## src/rtl/ft245_pkg.sv

```systemverilog
// Shared types and defaults for the FT2232H synchronous 245 transmit path.
package ft245_pkg;

    localparam int FT_DSIZE        = 8;
    localparam int FT_FLUSH_CYCLES = 1024;
    localparam int FT_CNT_W        = 32;
    localparam int FT_IDLE_W       = 16;

    typedef logic [FT_DSIZE-1:0] ft_byte_t;
    typedef logic [1:0]          buf_cnt_t;

    localparam buf_cnt_t BUF_EMPTY = 2'd0;
    localparam buf_cnt_t BUF_ONE   = 2'd1;
    localparam buf_cnt_t BUF_FULL  = 2'd2;

endpackage

```

## src/rtl/ft_skid_buf.sv

```systemverilog
// Two-entry head/skid buffer between the fall-through FIFO and the FTDI bus.
module ft_skid_buf
    import ft245_pkg::*;
#(
    parameter int DSIZE = FT_DSIZE
) (
    input  logic             clk,
    input  logic             reset,
    input  logic             push,
    input  logic [DSIZE-1:0] push_data,
    input  logic             pop,
    output logic [DSIZE-1:0] head,
    output buf_cnt_t         cnt,
    output buf_cnt_t         cnt_nxt
);

    logic [DSIZE-1:0] skid;
    logic [DSIZE-1:0] head_nxt;
    logic [DSIZE-1:0] skid_nxt;

    // Head only changes when something remains to present, so the bus holds
    // its last byte once the buffer drains.
    always_comb begin
        head_nxt = head;
        skid_nxt = skid;
        cnt_nxt  = cnt;
        unique case ({push, pop})
            2'b10: begin
                if (cnt == BUF_EMPTY) begin
                    head_nxt = push_data;
                end else begin
                    skid_nxt = push_data;
                end
                cnt_nxt = cnt + 2'd1;
            end
            2'b01: begin
                if (cnt == BUF_FULL) begin
                    head_nxt = skid;
                end
                cnt_nxt = cnt - 2'd1;
            end
            2'b11: begin
                if (cnt == BUF_FULL) begin
                    head_nxt = skid;
                    skid_nxt = push_data;
                end else begin
                    head_nxt = push_data;
                end
            end
            default: begin
            end
        endcase
    end

    always_ff @(posedge clk) begin
        if (reset) begin
            head <= '0;
            skid <= '0;
            cnt  <= BUF_EMPTY;
        end else begin
            head <= head_nxt;
            skid <= skid_nxt;
            cnt  <= cnt_nxt;
        end
    end

endmodule

```

## src/rtl/ft245_sync_tx.sv

```systemverilog
// FT2232H sync-245 transmit drain: FIFO pop, WR#/TXE# handshake, SIWU# flush.
module ft245_sync_tx
    import ft245_pkg::*;
#(
    parameter int DSIZE        = FT_DSIZE,
    parameter int FLUSH_CYCLES = FT_FLUSH_CYCLES,
    parameter int CNT_W        = FT_CNT_W
) (
    input  logic             clk_i,
    input  logic             reset_i,
    output logic             fifo_rd_en_o,
    input  logic [DSIZE-1:0] fifo_rd_data_i,
    input  logic             fifo_rd_empty_i,
    input  logic             ft_txe_n_i,
    output logic             ft_wr_n_o,
    output logic [DSIZE-1:0] ft_data_o,
    output logic             ft_data_oe_o,
    output logic             ft_siwu_n_o,
    output logic             busy_o,
    output logic [CNT_W-1:0] tx_count_o
);

    localparam logic [FT_IDLE_W-1:0] IDLE_LAST = FT_IDLE_W'(FLUSH_CYCLES - 1);

    logic                 accept;
    logic                 pop;
    logic                 idle_run;
    logic                 flush_fire;
    logic                 armed;
    logic [FT_IDLE_W-1:0] idle_cnt;
    buf_cnt_t             cnt;
    buf_cnt_t             cnt_nxt;
    logic [DSIZE-1:0]     head;

    // The FTDI latches the bus at any edge where WR# and TXE# are both low.
    assign accept = ~ft_wr_n_o & ~ft_txe_n_i;
    assign pop    = ~fifo_rd_empty_i & ~reset_i &
                    ((cnt != BUF_FULL) | accept);

    assign fifo_rd_en_o = pop;
    assign ft_data_o    = head;

    ft_skid_buf #(
        .DSIZE(DSIZE)
    ) u_buf (
        .clk      (clk_i),
        .reset    (reset_i),
        .push     (pop),
        .push_data(fifo_rd_data_i),
        .pop      (accept),
        .head     (head),
        .cnt      (cnt),
        .cnt_nxt  (cnt_nxt)
    );

    // Idle time only accrues once the pipe is fully drained.
    always_comb begin
        idle_run   = armed & (cnt == BUF_EMPTY) & fifo_rd_empty_i;
        flush_fire = idle_run & (idle_cnt == IDLE_LAST);
    end

    always_ff @(posedge clk_i) begin
        if (reset_i) begin
            ft_wr_n_o    <= 1'b1;
            ft_siwu_n_o  <= 1'b1;
            ft_data_oe_o <= 1'b0;
            busy_o       <= 1'b0;
            tx_count_o   <= '0;
            idle_cnt     <= '0;
            armed        <= 1'b0;
        end else begin
            ft_data_oe_o <= 1'b1;
            ft_wr_n_o    <= ~((cnt_nxt != BUF_EMPTY) & ~ft_txe_n_i);
            busy_o       <= (cnt_nxt != BUF_EMPTY);
            ft_siwu_n_o  <= ~flush_fire;
            if (accept) begin
                tx_count_o <= tx_count_o + CNT_W'(1);
            end
            if (accept) begin
                armed    <= 1'b1;
                idle_cnt <= '0;
            end else if (pop) begin
                idle_cnt <= '0;
            end else if (flush_fire) begin
                armed    <= 1'b0;
                idle_cnt <= '0;
            end else if (idle_run) begin
                idle_cnt <= idle_cnt + FT_IDLE_W'(1);
            end
        end
    end

endmodule

```

## config.mk

```make
export PLATFORM = sky130hd
export DESIGN_NAME = ft245_sync_tx
export DESIGN_NICKNAME = d
export VERILOG_FILES = /design/src/rtl/ft245_pkg.sv /design/src/rtl/ft_skid_buf.sv /design/src/rtl/ft245_sync_tx.sv
export SDC_FILE = /design/constraint.sdc
export NUM_CORES = 1
export LEC_CHECK = 0
export CORE_UTILIZATION = 35
export CTS_BUF_LIST = sky130_fd_sc_hd__clkbuf_8
export DETAILED_ROUTE_END_ITERATION = 12
export PLACE_DENSITY_LB_ADDON = 0.05
export SYNTH_ARGS = -nofsm -noshare
export SYNTH_HDL_FRONTEND = slang
export SYNTH_HIERARCHICAL = 1
export SYNTH_SLANG_ARGS = --single-unit
```

## constraint.sdc

```tcl
create_clock -name clk_i -period 4.7 [get_ports clk_i]
set_clock_uncertainty 0.05 [all_clocks]
set_input_delay 0.705 -clock clk_i [delete_from_list [all_inputs] [get_ports clk_i]]
set_output_delay 0.705 -clock clk_i [all_outputs]
set_load 0.05 [all_outputs]
```

# ---- After elaboration in Yosys (flattened, before gate mapping)
# Index checks and enable logic that the tools add are counted.
dict set report word_totals {
  ff_bits 71
  latchBits 0
  ramBits 0
  mem_bits_ro 0
  in_bits 12
  output_inout_bits 45
  elab_cells 60
  n_memories 0
}
dict set report classes {
  addsub 4
  multipliers 0
  div 0
  order_cmp 0
  eq_ne 11
  shift 0
  mux 12
  bitwise 14
  reduce_logical 9
}
# operator n
set op_table {}
lappend op_table {{8-bit two-way mux} 5}
lappend op_table {{32-bit by 1-bit adder with 32-bit output, second input constant} 1}
lappend op_table {{8-bit case mux with 3 select lines} 1}
lappend op_table {{16-bit by 1-bit adder with 16-bit output, second input constant} 1}
lappend op_table {{16-bit by 10-bit == test with 1-bit output, second input constant} 1}
lappend op_table {{8-bit case mux with 2 select lines} 1}
lappend op_table {{2-bit != test, second input constant} 4}
lappend op_table {{1-bit AND} 7}
lappend op_table {{2-bit == test, second input constant} 3}
lappend op_table {{1-bit NOT} 6}
lappend op_table {{3-bit AND reduction} 2}
lappend op_table {{2-bit nonzero test} 3}
lappend op_table {{1-bit two-way mux} 4}
lappend op_table {{2-bit by 1-bit != test with 1-bit output, second input constant} 2}
lappend op_table {{2-bit case mux with 2 select lines} 1}
lappend op_table {{4-bit OR reduction} 1}
lappend op_table {{3-bit nonzero test} 1}
lappend op_table {{2-bit by 1-bit adder with 2-bit output, second input constant} 1}
lappend op_table {{2-bit by 1-bit == test with 1-bit output, second input constant} 1}
lappend op_table {{2-bit logical NOT} 1}
lappend op_table {{2-bit AND reduction} 1}
lappend op_table {{2-bit by 1-bit subtractor with 2-bit output, second input constant} 1}
lappend op_table {{1-bit bitwise OR} 1}

# ---- Depth between registers and ports, before layout
# Gate-level depths: netlist (run 1).
dict set report logic_depth {
  ltp_word 9
  mapped_depth 10
  depth_no_buf 10
}

# ---- Hierarchy
# Netlist (run 1), hierarchy kept.
# module n_inst cells_each area_per_inst_um2 seq_area_each_um2
set modules_own_cells {}
lappend modules_own_cells {ft245_sync_tx 1 295 2488.6 1061.0}
lappend modules_own_cells {ft_skid_buf 1 87 895.9 360.3}

# ---- Worst setup path before layout (run 1)
# OpenSTA, ideal clock, no wires.
dict set report synth_timing {
  path_kind {input-to-reg}
  startpoint {input port ft_txe_n_i}
  endpoint {register u_buf.head[1]}
  setup_time_ns 0.138
  arrival_time_ns 4.010
  required_time_ns 4.512
  setup_slack_ns 0.502
  stages 9
  n_path_buf 1
  cell_sequence {nor2_1 -> nor2_1 -> nor3_1 -> inv_1 -> ha_1 -> or4_1 -> buf_2 -> a222oi_1 -> a211oi_2}
}
dict set report synth_between {
  elab_chain_len 7
  word_cells_on_any_way 12
  cone_classes {eq/ne (5); mux (1); bitwise (4); reduce/logical (2)}
}
# item line_no
set synth_lines {}
lappend synth_lines {{from (decl)} ft245_sync_tx.sv:14} ;# input logic ft_txe_n_i,
lappend synth_lines {{1-bit NOT (*)} ft245_sync_tx.sv:36} ;# assign accept = ~ft_wr_n_o & ~ft_txe_n_i;
lappend synth_lines {{1-bit AND (*)} ft245_sync_tx.sv:36}
lappend synth_lines {{1-bit bitwise OR (*)} ft245_sync_tx.sv:38} ;# ((cnt != BUF_FULL) | accept);
lappend synth_lines {{1-bit AND (*)} ft245_sync_tx.sv:37} ;# assign pop = ~fifo_rd_empty_i & ~reset_i &
lappend synth_lines {{net fifo_rd_en_o} ft245_sync_tx.sv:11} ;# output logic fifo_rd_en_o,
lappend synth_lines {{2-bit by 1-bit == test with 1-bit output or 2-bit == test (tied branches)} ft_skid_buf.sv:27} ;# unique case ({push, pop})
lappend synth_lines {{2-bit by 1-bit != test with 1-bit output (no line), or another cell as far along} --}
lappend synth_lines {{3-bit AND reduction (no line)} --}
lappend synth_lines {{to (signal assigned)} ft_skid_buf.sv:61} ;# head <= head_nxt;
lappend synth_lines {{to (decl)} ft_skid_buf.sv:12} ;# output logic [DSIZE-1:0] head,
# The timed path passes the listed nets; every way through them passes the cells marked *.
# A chain may end at the register's enable or synchronous reset.

# ---- Worst setup path in the final report (run 1)
dict set report layout_timing {
  startpoint {input port ft_txe_n_i}
  endpoint {output port fifo_rd_en_o}
}
dict set report layout_between {
  elab_chain_len 4
}
# item line_no
set layout_lines {}
lappend layout_lines {{1-bit NOT} ft245_sync_tx.sv:36}
lappend layout_lines {{1-bit AND} ft245_sync_tx.sv:36}
lappend layout_lines {{net accept} ft245_sync_tx.sv:25} ;# logic accept;
lappend layout_lines {{1-bit bitwise OR} ft245_sync_tx.sv:38}
lappend layout_lines {{1-bit AND} ft245_sync_tx.sv:37}
lappend layout_lines {{to (decl)} ft245_sync_tx.sv:11}
# The timed path passes the listed nets, and every way through them passes these cells.

==> results of run 1 <==
## layout by cell type (no fill, tap or decap), types with 6 or more instances in the layout
cell type	n
dfxtp_1	71
and3_1	6
nand3_1	10
o31ai_1	13
xnor2_1	9
o21ai_0	12
a211oi_2	8
nor3_1	7
inv_1	18
clkdlybuf4s50_1	55
nor4_1	6
nand4_1	18
ha_1	7
a21oi_1	27
nand2_1	24
or4_1	17
xor2_1	12
nor2_1	37
clkbuf_8	11
mux2i_1	9
a222oi_1	8
or3_1	15
## state kept, by name, indices dropped and copies added (netlist names)
name	count
ft_siwu_n_o	1
u_buf/cnt	2
ft_wr_n_o	1
ft_data_oe_o	1
u_buf/head	8
idle_cnt	16
busy_o	1
armed	1
tx_count_o	32
u_buf/skid	8
## final cells by class
| class | instances | area, um2 | area share [%] |
|---|---|---|---|
| inverter | 16 | 60.1 | 1.43 |
| multi-input combinational | 278 | 1820 | 43.3 |
| tap | 129 | 161 | 3.84 |
| clock inverter | 3 | 12.5 | 0.297 |
| sequential | 71 | 1420 | 33.8 |
| timing repair buffer | 59 | 578 | 13.7 |
| clock buffer | 11 | 151 | 3.60 |
## report_power, final
| group | internal (mW) | switching (mW) | total, mW |
|---|---|---|---|
| registers | 0.623 | 0.0153 | 0.639 |
| logic | 0.0757 | 0.125 | 0.201 |
| clock network | 0.210 | 0.216 | 0.426 |
| total | 0.909 | 0.356 | 1.27 |
## through the flow
stage,total power [mW],instance area (um2)
final,1.27,4210
after global routing,1.33,4210
after global placement,0.852,4040
after CTS,1.28,4210
after detailed placement,0.854,4040
after floorplan,0.795,3380
## cells by family (layout without fill, tap and decap cells)
family | Yosys count | in the layout | share of synthesized area, %
compound gates | 76 | 76 | 15.7
simple gates | 162 | 162 | 26.4
buf+inv | 33 | 89 | 4.18
flops | 71 | 71 | 42.0
mux | 12 | 12 | 3.66
xor+xnor | 21 | 21 | 5.43
fa+ha+maj | 7 | 7 | 2.59
## worst max-delay path, cell delays in order
cell and delay (ns):
clkdlybuf4s50_1 0.45, nor2_1 0.10, buf_4 0.18, nor2_1 0.06, nor3_1 0.36, clkdlybuf4s50_1 0.90
## layer usage
layer / up-vias / wire, um / share of wire, % / GRT usage (%)
li1: 1512 / - / - / -
met1: 1394 / 4340 / 53 / 24.8
met2: 53 / 3410 / 42 / 24.8
met3: 9 / 293 / 3.6 / 3.20
met4: 0 / 95 / 1.2 / 6.58
met5: - / 0 / 0 / 0
## worst paths after layout
| check | start | cells past startpoint | to |
|---|---|---|---|
| max | ft_txe_n_i | 6 | fifo_rd_en_o |
| max reg2reg | ft_wr_n_o | 9 | u_buf/head[3] |
| min reg2reg | u_buf/head[5] | 2 | u_buf/head[5] |
| min | u_buf/head[5] | 2 | u_buf/head[5] |
==> flow_summary.toml, run 1 <==
[clocking]
clk_latency_ns = 0.34
postCtsHoldBufs = 0
numCtsBuffers = 9
post_cts_buffers = 0
cts_sinks = 71
htreeDepth = 3
cts-resized-gates = 0
clk_pin_slew_ns = 0.07
cts-root-buf = "clkbuf_8"
cts_buffer_depth = 2
cts_tree = "done"

[layout]
drive_gt1_share_pct = 7.08
area_growth_syn_to_layout_pct = 24.3
n_antenna_cell = 0
nFillCells = 941
utilization_pct = 45.3
post_layout_nonfiller_instances = 567
nets = 454

[synth]
synth_edf_count = 0
synth_top_area_cell = "dfxtp_1"
synth-seq-cells = 71
synthesis.nets = 401
synth_cell_types = 45
ys_async_sr_fraction_pct = 0
syn_avg_cell_area_um2 = 8.86
yosys_warnings = 6
yosysSeqAreaShare_pct = 42.0
netlist_area_um2 = 3380
synthFlopType = "dfxtp_1"
yosysMostFrequentCell = "dfxtp_1"
synth_common_cells = "dfxtp_1, nor2_1, a21oi_1"
yosys-top-cells-area = "dfxtp_1, nor2_1, a21oi_1, or4_1, nand4_1"
yosys.area.top_type_share_pct = 42.0
netlist_instances = 382

[die]
core_area_um2 = 9280
die_area_um2 = 10100
rows = 35
die-height_um = 100
die_width_um = 100
pin_count = 57
initial_core_util_pct = 36.5

[detailed_routing]
avgRoutedWirePerCell_um = 14.4
drtIter0Drc = 132
drc_errors = 0
vias_per_cell = 5.23
wirelength_um = 8140
drtAntennaViolNets = 0
vias = 2968
firstDrtPassIters = 8

[worst_setup_path]
endpoint_kind = "output port"
required_ns = 3.94
rrSetupSlack_ns = 1.79
arrival_ns = 2.77
critPathMaxFanout = 10
start_kind = "primary input"
crit_type = "in -> out"

[timing]
finalSetupViolations = 0
period_needed_ns = 3.53
finalSetupTns_ns = 0
fmax_mhz = 283
rsz0062_at_grt = "no"
worstMarginPinSlew_ns = 1.06
relSlewSlack_pct = 28.7
hold_viol = 0
hold_slack_ns = 0.413
final_max_slew_viol_count = 0
finalCritPeriodShare_pct = 75.1
fin_ws_ns = 1.17

[global_route]
grt_usage_pct = 17.1
grt_max_degree = 60
grt_pass1_vias = 2752
antenna_found_initial = 0
grt_overflow = 0
grt_first_pass_wirelength_um = 13500

[flow_run]
maxCapViolCount = 0

[placement]
dp.cells = 553
port-buffer-count = 56
dp.final_hpwl_um = 5430
post-place-ws_ns = 0.996
gp_congestion = 0.766

[status]
outcome = "completed"

[power]
vdd_ir_drop_max_mv = 0.104
cellPowerDensity_nw_per_um2 = 301
leakagePower_nw = 1.33

[worst_hold_path]
hold_path.class = "reg -> reg"
No activity file was read; power rests on OpenSTA's default activity.
==> run 2: changes to the inputs <==
==> constraint.sdc (replaced) <==
create_clock -name clk_i -period 3.3 [get_ports clk_i]
set_clock_uncertainty 0.05 [all_clocks]
set_input_delay 0.495 -clock clk_i [delete_from_list [all_inputs] [get_ports clk_i]]
set_output_delay 0.495 -clock clk_i [all_outputs]
set_load 0.05 [all_outputs]
==> run 2 against run 1 <==
Wire length down 1.5%. Combinational power is 46% higher. Critical path type is now in -> reg. Setup slack got worse by 0.66 ns. Critical endpoint is now u_buf/head[5]. Largest cell class unchanged. Die area is the same.
==> flow_summary.toml, run 2 (same netlist as run 1, synthesis figures left out) <==
[power]
clockPowerShare_pct = 34.3
vdd_ir_drop_max_mv = 0.223
pwr-share-comb_pct = 16.0
leakagePower_nw = 1.34
cellPowerDensity_nw_per_um2 = 431
sequentialPowerShare_pct = 49.7
intPower_mw = 1.32
power.switching_mw = 0.510
swShare_pct = 27.8

[detailed_routing]
vias_per_cell = 5.26
drtIter0Drc = 97
vias = 2988
drc_errors = 0
wirelength_um = 8020
avgRoutedWirePerCell_um = 14.1
firstDrtPassIters = 6
drtAntennaViolNets = 0

[worst_setup_path]
arrival_ns = 2.93
cp_cell_sequence = "clkdlybuf4s50_1 > nor2_1 > nor2_1 > nor3_4 > inv_1 > ha_1 > or4_1 > a222oi_1 > a211oi_2"
cpMostUsedCell = "nor2_1"
endpoint_kind = "register"
crit_type = "in -> reg"
cpPeakStageDelay_ns = 0.70
worst-path-buf-inv = 2
critPathMaxFanout = 9
cp_slowest_cell = "or4_1"
start_kind = "primary input"
required_ns = 3.44
crit_family = "simple AND/OR/NAND/NOR gates"

[timing]
final_max_slew_viol_count = 0
relSlewSlack_pct = 56.4
finalCritPeriodShare_pct = 84.5
rsz0062_at_grt = "no"
hold_viol = 0
fmax_mhz = 358
finalSetupTns_ns = 0
worstMarginPinSlew_ns = 0.655
finalSetupViolations = 0
period_needed_ns = 2.79

[status]
outcome = "completed"

[die]
die-height_um = 100
core_area_um2 = 9280
pin_count = 57
initial_core_util_pct = 36.5
rows = 35
die_area_um2 = 10100
die_width_um = 100

[global_route]
antenna_found_initial = 0
grt_first_pass_wirelength_um = 13300
grt_pass1_vias = 2765
grt_usage_pct = 16.6
grt_max_degree = 60
grt_overflow = 0

[clocking]
cts_buffer_depth = 2
cts-root-buf = "clkbuf_8"
htreeDepth = 3
clk_latency_ns = 0.33
cts-resized-gates = 0
cts_sinks = 71
postCtsHoldBufs = 0
numCtsBuffers = 9
post_cts_buffers = 0
clk_pin_slew_ns = 0.07
cts_tree = "done"

[layout]
final_cell_mix = "dfxtp_1, clkdlybuf4s50_1, nor2_1, a21oi_1, nand2_1"
utilization_pct = 45.8
n_antenna_cell = 0
nets = 456
drive_gt1_share_pct = 8.20
largest_reg_flops = 32
area_growth_syn_to_layout_pct = 25.5
final_common_cell = "dfxtp_1"
post_layout_nonfiller_instances = 568
multi_input_area_um2 = 1830
nFillCells = 954
regArea_um2 = 1420
registers.top_by_ff_count = "tx_count_o"
largestRegisters = "tx_count_o: 32 flops, idle_cnt: 16 flops"

[placement]
gp_congestion = 0.754
dp.cells = 555
dp.final_hpwl_um = 5680
port-buffer-count = 56

[flow_run]
maxCapViolCount = 0

[worst_hold_path]
hold_path.class = "reg -> reg"
==> run 2: layout make-up <==
cell class / count / area share [%]
Multi-Input combinational cell: 278 / 43.1
Clock inverter: 1 / 0.118
Sequential cell: 71 / 33.5
Inverter: 16 / 1.41
Tap cell: 129 / 3.80
Timing Repair Buffer: 61 / 14.2
Clock buffer: 12 / 3.89
==> run 2: power by group through the flow <==
stage               Clock [mW]  Sequential [mW]  Combinational (mW)
global placement             0            0.930               0.295
detailed placement           0            0.931               0.295
floorplan                    0             1.00               0.131
global route             0.692            0.914               0.313
CTS                      0.654            0.911               0.296
finish                   0.628            0.910               0.293
==> run 2: final timing paths <==
| kind | start | to | slack [ns] | depth (start not counted) |
|---|---|---|---|---|
| setup reg to reg | u_buf/cnt[0] | u_buf/head[5] | 0.72 | 8 |
| hold reg to reg | u_buf/head[2] | u_buf/head[2] | 0.42 | 2 |
| setup / recovery | ft_txe_n_i | u_buf/head[5] | 0.51 | 9 |
| hold / removal | u_buf/head[2] | u_buf/head[2] | 0.42 | 2 |
==> run 2: worst reg2reg max path, delay by kind of cell, from the launching register on <==
kind | cells | cell delay (ns)
compound gates | 2 | 0.54
fa+ha+maj | 1 | 0.22
flops | 1 | 0.47
buf+inv | 1 | 0.10
simple gates | 4 | 1.06
==> run 2: metrics by stage <==
| step | cell area, um2 | hold slack (ns) | total power [mW] | worst slack [ns] |
|---|---|---|---|---|
| final | 4250 | 0.416 | 1.83 | 0.510 |
| after global routing | 4250 | 0.440 | 1.92 | 0.373 |
| after CTS | 4250 | 0.420 | 1.86 | 0.529 |
| after detailed placement | 4080 | 0.409 | 1.23 | 0.181 |
| after global placement | 4080 | 0.408 | 1.22 | 0.248 |
| after floorplan | 3400 | 0.399 | 1.13 | 0.0516 |
==> run 2: metal layers <==
| layer | track usage (%) | up-vias | part of all wire, % | wire (um) |
|---|---|---|---|---|
| met3 | 3.48 | 20 | 4.2 | 333 |
| met4 | 8.03 | 0 | 2.7 | 218 |
| li1 | - | 1516 | - | - |
| met2 | 26.8 | 77 | 45 | 3620 |
| met5 | 0 | - | 0 | 0 |
| met1 | 21.2 | 1375 | 48 | 3850 |
